$ cat src/rtl/stopwatch_pkg.sv
// Shared definitions for the stopwatch control block.
//   sw_state_t   : FSM state encoding as seen on the state output
//                  (0 IDLE, 1 RUN, 2 PAUSE, 3 DONE)
//   DIR_UP/DOWN  : dswitch / sw_dir polarity
//   bcd_is_zero  : true when all four counter digits read zero
package stopwatch_pkg;

    typedef enum logic [1:0] {
        ST_IDLE  = 2'd0,
        ST_RUN   = 2'd1,
        ST_PAUSE = 2'd2,
        ST_DONE  = 2'd3
    } sw_state_t;

    localparam logic DIR_UP   = 1'b1;
    localparam logic DIR_DOWN = 1'b0;

    function automatic logic bcd_is_zero(
        input logic [3:0] d_min,
        input logic [3:0] d_sec_msd,
        input logic [3:0] d_sec_lsd,
        input logic [3:0] d_tenths
    );
        return (d_min | d_sec_msd | d_sec_lsd | d_tenths) == 4'd0;
    endfunction

endpackage

$ cat src/rtl/btn_debounce.sv
// Synchroniser plus debouncer for one raw, asynchronous input.
// The raw level goes through a two-flop synchroniser; the synchronised
// value is accepted as the new debounced level once it has differed from
// the current level for DEBOUNCE_CYCLES consecutive clocks.
// Ports:
//   clk    in   system clock
//   rst_n  in   asynchronous active-low reset
//   raw    in   raw input
//   level  out  debounced level (RESET_VAL after reset)
//   rise   out  one-clock pulse when the debounced level goes 0 -> 1
module btn_debounce #(
    parameter int   DEBOUNCE_CYCLES = 500_000,
    parameter logic RESET_VAL       = 1'b0
) (
    input  logic clk,
    input  logic rst_n,
    input  logic raw,
    output logic level,
    output logic rise
);

    localparam int CNT_W = (DEBOUNCE_CYCLES > 1) ? $clog2(DEBOUNCE_CYCLES) : 1;
    localparam logic [CNT_W-1:0] CNT_LAST = CNT_W'(DEBOUNCE_CYCLES - 1);

    logic             meta_reg;
    logic             sync_reg;
    logic [CNT_W-1:0] cnt_reg;
    logic             level_reg;
    logic             rise_reg;

    always_ff @(posedge clk or negedge rst_n) begin
        if (!rst_n) begin
            meta_reg  <= RESET_VAL;
            sync_reg  <= RESET_VAL;
            cnt_reg   <= '0;
            level_reg <= RESET_VAL;
            rise_reg  <= 1'b0;
        end else begin
            meta_reg <= raw;
            sync_reg <= meta_reg;
            rise_reg <= 1'b0;
            if (sync_reg == level_reg) begin
                // Any bounce back to the accepted level restarts the wait.
                cnt_reg <= '0;
            end else if (cnt_reg == CNT_LAST) begin
                cnt_reg   <= '0;
                level_reg <= sync_reg;
                rise_reg  <= sync_reg;
            end else begin
                cnt_reg <= cnt_reg + 1'b1;
            end
        end
    end

    assign level = level_reg;
    assign rise  = rise_reg;

endmodule

$ cat src/rtl/stopwatch_ctrl.sv
// Control stage for the min/sec/tenths BCD counter chain.
// Divides clk into the 50% duty tick that clocks the chain, debounces the
// start/stop and clear buttons and the direction switch, and runs the
// IDLE/RUN/PAUSE/DONE FSM that drives the chain's enable, clr and dswitch.
// The chain's digits are read back so that a countdown stops at 0:00:0.
//
// All control outputs change only at the update point (UP): the clock in
// which tick falls. They are therefore stable at every tick rising edge.
//
// Optional feature: define STOPWATCH_ALARM_EN to build the alarm counter
// (alarm held high for ALARM_TICKS tick periods after entering DONE).
// Without it, alarm is tied low and ALARM_TICKS does not exist.
//
// Ports:
//   clk, rst_n                   clock, asynchronous active-low reset
//   btn_ss, btn_clr, sw_dir      raw buttons / direction switch (1 = up)
//   min, sec_msd, sec_lsd, tenths  BCD digits read back from the chain
//   tick                         divided clock to the chain
//   enable, clr, dswitch         chain control
//   state                        FSM state (0 IDLE, 1 RUN, 2 PAUSE, 3 DONE)
//   alarm                        countdown-complete indicator
module stopwatch_ctrl
    import stopwatch_pkg::*;
#(
    parameter int CLK_HZ          = 50_000_000,
    parameter int TICK_HZ         = 10,
    parameter int DEBOUNCE_CYCLES = 500_000
`ifdef STOPWATCH_ALARM_EN
    ,
    parameter int ALARM_TICKS     = 30
`endif
) (
    input  logic       clk,
    input  logic       rst_n,
    input  logic       btn_ss,
    input  logic       btn_clr,
    input  logic       sw_dir,
    input  logic [3:0] min,
    input  logic [3:0] sec_msd,
    input  logic [3:0] sec_lsd,
    input  logic [3:0] tenths,
    output logic       tick,
    output logic       enable,
    output logic       clr,
    output logic       dswitch,
    output logic [1:0] state,
    output logic       alarm
);

    // ------------------------------------------------------------------
    // Tick divider: toggles tick every HALF clocks.
    // ------------------------------------------------------------------
    localparam int HALF  = CLK_HZ / (2 * TICK_HZ);
    localparam int DIV_W = (HALF > 1) ? $clog2(HALF) : 1;
    localparam logic [DIV_W-1:0] DIV_LAST = DIV_W'(HALF - 1);

    logic [DIV_W-1:0] div_cnt_reg;
    logic             tick_reg;
    logic             up;

    // Terminal count while tick is high is the 1 -> 0 transition.
    assign up = (div_cnt_reg == DIV_LAST) && tick_reg;

    always_ff @(posedge clk or negedge rst_n) begin
        if (!rst_n) begin
            div_cnt_reg <= '0;
            tick_reg    <= 1'b0;
        end else if (div_cnt_reg == DIV_LAST) begin
            div_cnt_reg <= '0;
            tick_reg    <= ~tick_reg;
        end else begin
            div_cnt_reg <= div_cnt_reg + 1'b1;
        end
    end

    // ------------------------------------------------------------------
    // Input conditioning. Bit 0 = start/stop, 1 = clear, 2 = direction.
    // The direction switch resets to "up" to match dswitch.
    // ------------------------------------------------------------------
    localparam logic [2:0] DB_RESET = {DIR_UP, 1'b0, 1'b0};

    logic [2:0] raw_in;
    logic [2:0] db_level;
    logic [2:0] db_rise;

    assign raw_in = {sw_dir, btn_clr, btn_ss};

    generate
        for (genvar gi = 0; gi < 3; gi++) begin : g_db
            btn_debounce #(
                .DEBOUNCE_CYCLES (DEBOUNCE_CYCLES),
                .RESET_VAL       (DB_RESET[gi])
            ) u_db (
                .clk   (clk),
                .rst_n (rst_n),
                .raw   (raw_in[gi]),
                .level (db_level[gi]),
                .rise  (db_rise[gi])
            );
        end
    endgenerate

    // Buttons only matter on their press edge, the switch only by level.
    logic db_unused;
    assign db_unused = ^{db_level[1:0], db_rise[2]};

    logic dir_db;
    assign dir_db = db_level[2];

    // ------------------------------------------------------------------
    // Pending button events: any number of presses between two UPs
    // collapse into one event. A press landing exactly on the UP is
    // included in that UP rather than lost.
    // ------------------------------------------------------------------
    logic ss_pend_reg;
    logic clr_pend_reg;
    logic ss_event;
    logic clr_event;

    assign ss_event  = ss_pend_reg  | db_rise[0];
    assign clr_event = clr_pend_reg | db_rise[1];

    always_ff @(posedge clk or negedge rst_n) begin
        if (!rst_n) begin
            ss_pend_reg  <= 1'b0;
            clr_pend_reg <= 1'b0;
        end else if (up) begin
            ss_pend_reg  <= 1'b0;
            clr_pend_reg <= 1'b0;
        end else begin
            ss_pend_reg  <= ss_event;
            clr_pend_reg <= clr_event;
        end
    end

    // ------------------------------------------------------------------
    // FSM, evaluated only at UPs. Priority: clear > zero check > start/stop.
    // ------------------------------------------------------------------
    sw_state_t state_reg;
    logic      enable_reg;
    logic      clr_reg;
    logic      dswitch_reg;
    logic      zero;
    logic      done_entry;

    assign zero = bcd_is_zero(min, sec_msd, sec_lsd, tenths);
    assign done_entry = up && !clr_event && (state_reg == ST_RUN) &&
                        (dswitch_reg == DIR_DOWN) && zero;

    always_ff @(posedge clk or negedge rst_n) begin
        if (!rst_n) begin
            state_reg   <= ST_IDLE;
            enable_reg  <= 1'b0;
            clr_reg     <= 1'b0;
            dswitch_reg <= DIR_UP;
        end else if (up) begin
            // Direction may only change while the chain is not counting.
            if ((state_reg == ST_IDLE) || (state_reg == ST_PAUSE)) begin
                dswitch_reg <= dir_db;
            end
            if (clr_event) begin
                state_reg  <= ST_IDLE;
                clr_reg    <= 1'b1;
                enable_reg <= 1'b0;
            end else begin
                clr_reg <= 1'b0;
                case (state_reg)
                    ST_IDLE, ST_PAUSE: begin
                        // Refuse to start a countdown that is already at zero,
                        // otherwise the first tick would wrap to 9:59:9.
                        if (ss_event && !((dir_db == DIR_DOWN) && zero)) begin
                            state_reg  <= ST_RUN;
                            enable_reg <= 1'b1;
                        end
                    end
                    ST_RUN: begin
                        if (done_entry) begin
                            state_reg  <= ST_DONE;
                            enable_reg <= 1'b0;
                        end else if (ss_event) begin
                            state_reg  <= ST_PAUSE;
                            enable_reg <= 1'b0;
                        end
                    end
                    ST_DONE: begin
                        enable_reg <= 1'b0;
                    end
                    default: begin
                        state_reg  <= ST_IDLE;
                        enable_reg <= 1'b0;
                    end
                endcase
            end
        end
    end

    // ------------------------------------------------------------------
    // Alarm
    // ------------------------------------------------------------------
`ifdef STOPWATCH_ALARM_EN
    localparam int ALM_W = (ALARM_TICKS > 1) ? $clog2(ALARM_TICKS) : 1;
    localparam logic [ALM_W-1:0] ALM_LAST = ALM_W'(ALARM_TICKS - 1);

    logic [ALM_W-1:0] alarm_cnt_reg;
    logic             alarm_reg;

    // The entry UP counts as the first of ALARM_TICKS periods.
    always_ff @(posedge clk or negedge rst_n) begin
        if (!rst_n) begin
            alarm_cnt_reg <= '0;
            alarm_reg     <= 1'b0;
        end else if (up) begin
            if (clr_event) begin
                alarm_reg     <= 1'b0;
                alarm_cnt_reg <= '0;
            end else if (done_entry) begin
                alarm_reg     <= 1'b1;
                alarm_cnt_reg <= ALM_LAST;
            end else if (alarm_reg) begin
                if (alarm_cnt_reg == '0) begin
                    alarm_reg <= 1'b0;
                end else begin
                    alarm_cnt_reg <= alarm_cnt_reg - 1'b1;
                end
            end
        end
    end

    assign alarm = alarm_reg;
`else
    assign alarm = 1'b0;
`endif

    assign tick    = tick_reg;
    assign enable  = enable_reg;
    assign clr     = clr_reg;
    assign dswitch = dswitch_reg;
    assign state   = state_reg;

endmodule
$ cat config.mk
export PLATFORM = sky130hd
export DESIGN_NAME = stopwatch_ctrl
export DESIGN_NICKNAME = d
export VERILOG_FILES = /design/src/rtl/stopwatch_pkg.sv /design/src/rtl/btn_debounce.sv /design/src/rtl/stopwatch_ctrl.sv
export SDC_FILE = /design/constraint.sdc
export NUM_CORES = 1
export LEC_CHECK = 0
export ABC_CLOCK_PERIOD_IN_PS = 4100
export CAP_MARGIN = 15
export CORE_AREA = 5 5 114 116
export DETAILED_ROUTE_END_ITERATION = 8
export DIE_AREA = 0 0 119 121
export MAX_ROUTING_LAYER = met4
export REMOVE_ABC_BUFFERS = 1
export SYNTH_ARGS = -nofsm -noshare
export SYNTH_HDL_FRONTEND = slang
export SYNTH_SLANG_ARGS = --single-unit
$ cat constraint.sdc
create_clock -name clk -period 4.1 [get_ports clk]
set_input_delay 0.615 -clock clk [delete_from_list [all_inputs] [get_ports clk]]
set_output_delay 0.615 -clock clk [all_outputs]
set_load 0.01 [all_outputs]
==> results of run 1 <==
==> power by group <==
part | total (mW) | switching [mW] | internal [mW]
registers | 0.986 | 0.00875 | 0.978
clock network | 0.899 | 0.349 | 0.549
logic | 0.0622 | 0.0362 | 0.0260
total | 1.95 | 0.394 | 1.55
==> Yosys cell counts, types with 2 or more instances <==
library cell  count
nor4b_1           3
or2_2             2
inv_1             8
nor3b_1           2
dfrtp_1          94
a31oi_1           2
xnor2_1          31
o21ai_0           2
nand3_1          31
dfstp_2           4
nor3_1           10
mux2_2            3
buf_2             6
nand4_1          22
or4_1             3
and2_1            4
nor2_1           86
nand3b_1          2
nor4_2            2
nand2_1          33
and4_1            6
nor4_1            9
xor2_1           43
and3_1            9
ha_1              4
==> routing by layer <==
metal | up-vias | global-route usage, %
li1 | 1575 | -
met1 | 1514 | 15.9
met2 | 38 | 19.2
met3 | 7 | 3.17
met4 | 0 | 4.56
met5 | - | -
==> final cells by class <==
class	instances	area, um2	area share [%]
repair buffers	27	265	5.03
clock inverters	5	77.6	1.47
multi-input cells	328	2010	38.2
well taps	147	184	3.49
inverters	8	30.0	0.570
clock buffers	11	243	4.61
flip-flops and latches	98	2460	46.6
==> critical path, stage by stage (launching register included) <==
cell and delay, ps:
dfrtp_1 430, or4_1 540, nor3_1 320, nand3_1 300, nor2_1 180, mux2_1 330
==> per-stage QoR <==
stage	instances	utilization (%)	instance area, um2	hold WS [ps]	setup slack, ps
finish	624	44.6	5270	348	1910
global route	624	44.6	5270	355	1730
CTS	624	44.6	5270	350	1910
detailed placement	608	41.9	4950	335	1820
global placement	608	41.9	4950	336	1970
floorplan	434	-	4500	319	2160
==> kinds of logic (layout without fill, tap and decap cells) <==
family                   after synthesis  after routing  share of synthesized area (%)
AO/OA/AOI/OAI                         11             11                           1.79
XOR/XNOR                              74             74                           14.3
adder cells (fa/ha/maj)                4              4                           1.10
buffers and inverters                 16             51                           1.57
flip-flops                            98             98                           54.1
multiplexers                           4              4                          0.992
other                                  1              1                         0.0826
AND/OR/NAND/NOR                      234            234                           26.1
==> worst paths after layout <==
check,from,end
min in group asynchronous,rst_n,g_db[1].u_db.cnt_reg[7]
max,div_cnt_reg[9],dswitch
min,g_db[1].u_db.meta_reg,g_db[1].u_db.sync_reg
max reg2reg,div_cnt_reg[9],dswitch
min reg2reg,g_db[1].u_db.meta_reg,g_db[1].u_db.sync_reg
max in group asynchronous,rst_n,div_cnt_reg[2]
==> flow_summary.ini, run 1 <==
[global_route]
grt_pass1_vias = 3144
overflow = 0
antenna_found_initial = 0
grt_max_degree = 81
track_usage_pct = 12.4
grt_pass1_wl_um = 14500

[cells_and_area]
diodes = 0
largest_register_ffs = 57
drive_gt1_share_pct = 6.50
syn_to_final_growth_pct = 16.0
nNetsFinal = 497
mostFrequentLayoutCells = dfrtp_1, nor2_1, xor2_1
fillCellCount = 1107
layout_commonest_cell = dfrtp_1

[clock_network]
post_cts_buffers = 0
clk_latency_ps = 340
root_buffer = clkbuf_16
clk_pin_slew_ps = 60
clockBufferDepth = 2
htree_levels = 3
cts_tree = yes
cts_resized = 0
numCtsBuffers = 9
holdBufCountCts = 0
cts.sinks = 98

[setup_path]
critPathArrivalTime_ps = 2450
cp-start-kind = flip-flop
critical_path_class = flip-flop to flip-flop
reg2reg_slack_ps = 1910
reg2regPathDepth = 5
end_kind = flip-flop
cp.required_ps = 4360
crit_fanout = 7

[synthesis]
synth_seq_cells = 98
async_flop_share_pct = 100
synth_largest_area_cell = dfrtp_1
synth_cells = 442
ys_seq_area_share_pct = 54.1
syn_avg_cell_area_um2 = 10.3
synth_edf_count = 0
synth.area.top_cells = dfrtp_1, xor2_1, nor2_1
synth.cell_area_um2 = 4540
yosys_warnings = 0
synth_top_area_share_pct = 51.8
synth_cell_types = 46
synth_flop_cell = dfrtp_1

[sta]
rsz0062_at_grt = false
hold_viol_final = 0
slew_viol_final = 0
post-route-period-util_pct = 53.3
slew_headroom_pct = 34.1
period_minus_slack_ps = 2190
tightest_slew_ps = 988
setup_tns_ps = 0
final-setup-viol-count = 0
timing.fmax_ghz = 0.457
fin_skew_ps = 5.32

[placed_design]
portBuffers = 26
gp_congestion = 0.770
dp_hpwl_um = 5580

[floorplanning]
die_x_um = 119
dieArea_um2 = 14400
row_count = 40
io-pin-count = 28
core_area_um2 = 11800
die_h_um = 121
start_util_pct = 38.4

[route]
met2_length_um = 3650
wl_met1_um = 4060
wl_per_cell_um = 13.0
dr_wl_met3_um = 284
drt-initial-drc-count = 157
top_layer = met4
routed_wl_um = 8130
post_drt_via_cell_ratio = 5.02
firstDrtPassIters = 4
drc_errors = 0
vias = 3134
postRouteAntennaNets = 0

[power]
power.density_nw_per_um2 = 370
p_leak_nw = 2.23
peakVddDrop_v = 0.000240
power.total_mw = 1.95

[status]
status = finished, final reports clean

[min_path]
min_path_type = flip-flop to flip-flop
holdPathStages = 0

[run]
maxCapViolations = 0
Note: power is estimated with default switching activity, not from simulation.
==> run 2: changes to the inputs <==
--- a/config.mk
+++ b/config.mk
@@ -5,7 +5,7 @@
 export SDC_FILE = /design/constraint.sdc
 export NUM_CORES = 1
 export LEC_CHECK = 0
-export ABC_CLOCK_PERIOD_IN_PS = 4100
+export ABC_CLOCK_PERIOD_IN_PS = 1900
 export CAP_MARGIN = 15
 export CORE_AREA = 5 5 114 116
 export DETAILED_ROUTE_END_ITERATION = 8
==> constraint.sdc (replaced) <==
create_clock -name clk -period 1.9 [get_ports clk]
set_input_delay 0.285 -clock clk [delete_from_list [all_inputs] [get_ports clk]]
set_output_delay 0.285 -clock clk [all_outputs]
set_load 0.01 [all_outputs]
==> run 2 against run 1 <==
Total power increased by 110%. Cell count rose by 7.4%. Combinational power grew to 2.6 times the previous value. Maximum frequency is 16% higher. Critical path depth stayed put. Worst setup slack worse by 1900 ps. Flip-flop and latch count did not move.
==> flow_summary.ini, run 2 (synthesis gave the netlist of run 1 again) <==
[sta]
rsz0062_at_grt = true
hold_viol_final = 0
period_minus_slack_ps = 1890
post-route-period-util_pct = 99.5
final-setup-viol-count = 0
slew_viol_final = 0
timing.fmax_ghz = 0.529
setup_tns_ps = 0
fin_skew_ps = 8.46

[power]
switching_share_pct = 22.7
combinationalPowerShare_pct = 3.8
power.density_nw_per_um2 = 729
switching_power_uw = 950
power_frac_seq_pct = 50.9
intPower_mw = 3.23
clkPwrFrac_pct = 45.3
p_leak_nw = 2.51
power.total_mw = 4.18
peakVddDrop_v = 0.000434

[route]
vias = 3341
postRouteAntennaNets = 0
wl_per_cell_um = 13.1
drc_errors = 0
drt-initial-drc-count = 158
firstDrtPassIters = 4
routed_wl_um = 8790
post_drt_via_cell_ratio = 4.99

[floorplanning]
core_area_um2 = 11800
row_count = 40
die_h_um = 121
io-pin-count = 28
die_x_um = 119
start_util_pct = 38.4
dieArea_um2 = 14400

[clock_network]
clockBufferDepth = 2
numCtsBuffers = 9
clk_latency_ps = 350
clk_pin_slew_ps = 70
cts_tree = yes
htree_levels = 3
root_buffer = clkbuf_16
cts.sinks = 98

[setup_path]
critical_path_class = flip-flop to flip-flop
cp-start-kind = flip-flop
reg2regPathDepth = 5
crit_fanout = 5
cp.required_ps = 2170
end_kind = flip-flop
critPathArrivalTime_ps = 2160

[cells_and_area]
syn_to_final_growth_pct = 26.2
nNetsFinal = 543
fillCellCount = 1093
drive_gt1_share_pct = 16.8
mostFrequentLayoutCells = dfrtp_1, nor2_1, xor2_1
fin_area_um2 = 5730
diodes = 0
layout_commonest_cell = dfrtp_1
largest_register_ffs = 57

[global_route]
overflow = 0
grt_pass1_wl_um = 15100
antenna_found_initial = 0
track_usage_pct = 13.0
grt_pass1_vias = 3331
grt_max_degree = 38

[min_path]
holdPathStages = 0
min_path_type = flip-flop to flip-flop

[status]
status = finished, final reports clean

[placed_design]
portBuffers = 26
place_area_um2 = 5240
gp_congestion = 0.792
dp_hpwl_um = 6290

[run]
maxCapViolations = 0
-- run 2: cell count changes in the layout (fill, tap and decap cells not counted), moves of 2 or more --
cell | before | now
buf_12 | 0 | 2
inv_8 | 0 | 2
nor3_1 | 10 | 8
buf_4 | 2 | 42
nor3_2 | 0 | 2
clkinv_2 | 2 | 0
clkbuf_16 | 9 | 11
-- run 2: layer usage --
metal,wire length [um],GRT usage [%]
met5,0,-
met3,251,2.38
met1,4290,16.3
met2,4060,20.8
met4,181,5.65
-- run 2: path summary, 6_finish.rpt --
kind                                       start                       end  slack (ps)
setup / recovery                 div_cnt_reg[15]                   dswitch           9
hold / removal             g_db[0].u_db.meta_reg     g_db[0].u_db.sync_reg         350
setup reg to reg                 div_cnt_reg[15]                   dswitch           9
hold reg to reg            g_db[0].u_db.meta_reg     g_db[0].u_db.sync_reg         350
max in group asynchronous                  rst_n            div_cnt_reg[6]         890
min in group asynchronous                  rst_n  g_db[1].u_db.cnt_reg[13]         390
-- run 2: power by group through the flow --
stage                     Clock (mW)  Sequential, mW  Combinational [mW]
after detailed placement           0            2.17               0.152
after floorplan                    0            2.16              0.0440
final                           1.89            2.13               0.159
after global placement             0            2.17               0.149
after global routing            2.03            2.13               0.183
after CTS                       1.94            2.13               0.155
-- run 2: final cells by class --
type | count | area [um2] | area share (%)
flip-flops and latches | 98 | 2460 | 42.9
well taps | 147 | 184 | 3.21
repair buffers | 73 | 681 | 11.9
inverters | 8 | 30.0 | 0.524
multi-input cells | 328 | 2070 | 36.1
clock buffers | 9 | 225 | 3.93
clock inverters | 7 | 85.1 | 1.48
-- run 2: repair_timing --
action / CTS / global route
hold endpoints to repair: 23 / 0
resized for setup: 1 / 13
cloned: 0 / 2
endpoints found under the setup margin: 2 / 32
pin swaps: 1 / 7
hold buffers: 1 / 0
buffers inserted: 0 / 8
-- run 2: stage by stage --
| step | cells | hold slack, ps | utilization (%) | setup slack, ps |
|---|---|---|---|---|
| 3_5_place_dp | 643 | 221 | 44.3 | -21.1 |
| 5_1_grt | 670 | 367 | 48.5 | -86.3 |
| 6_report | 670 | 353 | 48.5 | 9.26 |
| 4_1_cts | 660 | 357 | 47.1 | -11.5 |
| 3_3_place_gp | 643 | 214 | 44.3 | 7.61 |
| 2_1_floorplan | 434 | -10.6 | - | -40.6 |
-- run 2: worst max-delay path: stages (launching register included) --
cell,delay [ps]
dfrtp_1,430
or4b_4,510
nor4_4,260
nand3_2,160
nor2_1,130
mux2_1,330
==> run 3: changes to the inputs <==
--- a/config.mk
+++ b/config.mk
@@ -5,7 +5,7 @@
 export SDC_FILE = /design/constraint.sdc
 export NUM_CORES = 1
 export LEC_CHECK = 0
-export ABC_CLOCK_PERIOD_IN_PS = 1900
+export ABC_CLOCK_PERIOD_IN_PS = 2050
 export CAP_MARGIN = 15
 export CORE_AREA = 5 5 114 116
 export DETAILED_ROUTE_END_ITERATION = 8
==> constraint.sdc (replaced) <==
create_clock -name clk -period 2.05 [get_ports clk]
set_input_delay 0.3075 -clock clk [delete_from_list [all_inputs] [get_ports clk]]
set_output_delay 0.3075 -clock clk [all_outputs]
set_load 0.01 [all_outputs]
==> run 3 against run 2 <==
Routed wire length shrank 5.7%. Cell count shrank 4.2%. Non-clock buffer count shrank 28. First-iteration DRC count grew 9.5%. Core utilization shrank 2.5 points. Total power shrank 6.7%. Sequential power shrank 8%. Clock skew shrank 2.6 ps. Register-to-register slack gained 80 ps. Critical endpoint is now enable. Largest cell class unchanged.
==> flow_summary.ini, run 3 (synthesis gave the netlist of run 1 again) <==
[route]
firstDrtPassIters = 4
post_drt_via_cell_ratio = 5.00
routed_wl_um = 8280
wl_per_cell_um = 12.9
drt-initial-drc-count = 173
vias = 3209
postRouteAntennaNets = 0
drc_errors = 0

[setup_path]
critical_path_class = flip-flop to flip-flop
crit_buf_inv = 1
critPathArrivalTime_ps = 2240
crit_fanout = 5
path_delay_family = simple AND/OR/NAND/NOR gates
cp-start-kind = flip-flop
cpPeakStageDelay_ps = 490
crit_chain = buf_4 -> or4_1 -> or3_1 -> o41ai_2 -> o31a_1
critical-path-slowest-cell = or4_1
end_kind = flip-flop
cp.required_ps = 2330

[sta]
period_minus_slack_ps = 1960
slew_headroom_pct = 65.1
hold_viol_final = 0
slew_viol_final = 0
fin_skew_ps = 5.90
post-route-period-util_pct = 95.5
final-setup-viol-count = 0
timing.fmax_ghz = 0.511
setup_slack_ps = 92.5
tightest_slew_ps = 517

[global_route]
antenna_found_initial = 0
grt_pass1_vias = 3270
gr-usage-met3_pct = 3.17
grt_pass1_wl_um = 14800
grt_max_degree = 38
busiest_layer = met2
overflow = 0
track_usage_pct = 12.7
gr-usage-met1_pct = 16.5
use_met2_pct = 19.2

[cells_and_area]
seq_area_um2 = 2460
diodes = 0
nNetsFinal = 515
syn_to_final_growth_pct = 19.7
multiInputGateArea_um2 = 2020
fillCellCount = 1127
layout_commonest_cell = dfrtp_1
largest_register_ffs = 57
drive_gt1_share_pct = 10.1
fin_area_um2 = 5430
finalNonFillerCells = 642
mostFrequentLayoutCells = dfrtp_1, nor2_1, xor2_1
final_util_pct = 46.0

[floorplanning]
core_area_um2 = 11800
die_x_um = 119
io-pin-count = 28
die_h_um = 121
dieArea_um2 = 14400
row_count = 40
start_util_pct = 38.4

[power]
combinationalPowerShare_pct = 3.5
clkPwrFrac_pct = 45.9
switching_share_pct = 20.9
peakVddDrop_v = 0.000392
power_frac_seq_pct = 50.6
p_leak_nw = 2.33
power.density_nw_per_um2 = 718
switching_power_uw = 814
intPower_mw = 3.09

[clock_network]
clk_pin_slew_ps = 70
clk_latency_ps = 340
clockBufferDepth = 2
root_buffer = clkbuf_16
cts.sinks = 98
htree_levels = 3
post_cts_buffers = 0
numCtsBuffers = 9
cts_tree = yes

[min_path]
min_path_type = flip-flop to flip-flop

[placed_design]
portBuffers = 26
place_area_um2 = 5100
gp_congestion = 0.793
dp.cells = 625
dp_hpwl_um = 5830
dp_slack_ps = 98.2

[status]
status = finished, final reports clean

[run]
maxCapViolations = 0
==> run 3: changes by cell type in the layout (fill, tap and decap cells not counted), sizes merged <==
cell      change
buf          -26
clkinv        +3
clkbuf        -2
clkinvlp      -2
inv           -2
bufinv        +1
==> run 3: layout make-up <==
| type | count | area share, % |
|---|---|---|
| timing repair buffer | 45 | 7.87 |
| tap | 147 | 3.38 |
| clock buffer | 9 | 4.14 |
| inverter | 8 | 0.553 |
| clock inverter | 7 | 1.70 |
| multi-input combinational | 328 | 37.1 |
| sequential | 98 | 45.2 |
==> run 3: stage by stage <==
stage	total power, mW	hold WS [ps]	setup TNS [ps]
detailed placement	2.15	273	0
CTS	3.96	363	0
floorplan	2.05	11.9	0
global placement	2.15	268	0
finish	3.90	364	0
global route	4.05	366	-12.3
==> run 3: repair_timing <==
| action | CTS | global route |
|---|---|---|
| setup endpoints to repair | 0 | 2 |
| hold buffers | 1 | 0 |
| hold endpoints to repair | 23 | 0 |
| gates resized for setup | 0 | 1 |
==> run 3: final timing paths <==
| path | end | slack, ps | startpoint | cells after the start |
|---|---|---|---|---|
| max | enable | 90 | div_cnt_reg[9] | 5 |
| min | g_db[1].u_db.sync_reg | 360 | g_db[1].u_db.meta_reg | 0 |
| max reg2reg | enable | 90 | div_cnt_reg[9] | 5 |
| min reg2reg | g_db[1].u_db.sync_reg | 360 | g_db[1].u_db.meta_reg | 0 |
| max in group asynchronous | div_cnt_reg[5] | 1090 | rst_n | 3 |
| min in group asynchronous | g_db[2].u_db.cnt_reg[16] | 440 | rst_n | 2 |
==> run 3: routing by layer <==
layer  vias to the layer above  routed length [um]
met5                         -                   0
met2                        58                3700
met4                         0                 137
met1                      1530                4100
met3                        13                 345
li1                       1608                   -
==> run 3: worst reg2reg max path: stages, from the launching register on <==
cell	delay [ps]
dfrtp_1	380
buf_4	150
or4_1	490
or3_1	360
o41ai_2	340
o31a_1	180
==> run 3: power groups by stage <==
| stage | combinational [mW] | sequential [mW] | clock, mW |
|---|---|---|---|
| floorplan | 0.0408 | 2.01 | 0 |
| global placement | 0.137 | 2.01 | 0 |
| detailed placement | 0.140 | 2.01 | 0 |
| CTS | 0.142 | 1.97 | 1.84 |
| global route | 0.158 | 1.97 | 1.92 |
| finish | 0.136 | 1.97 | 1.79 |
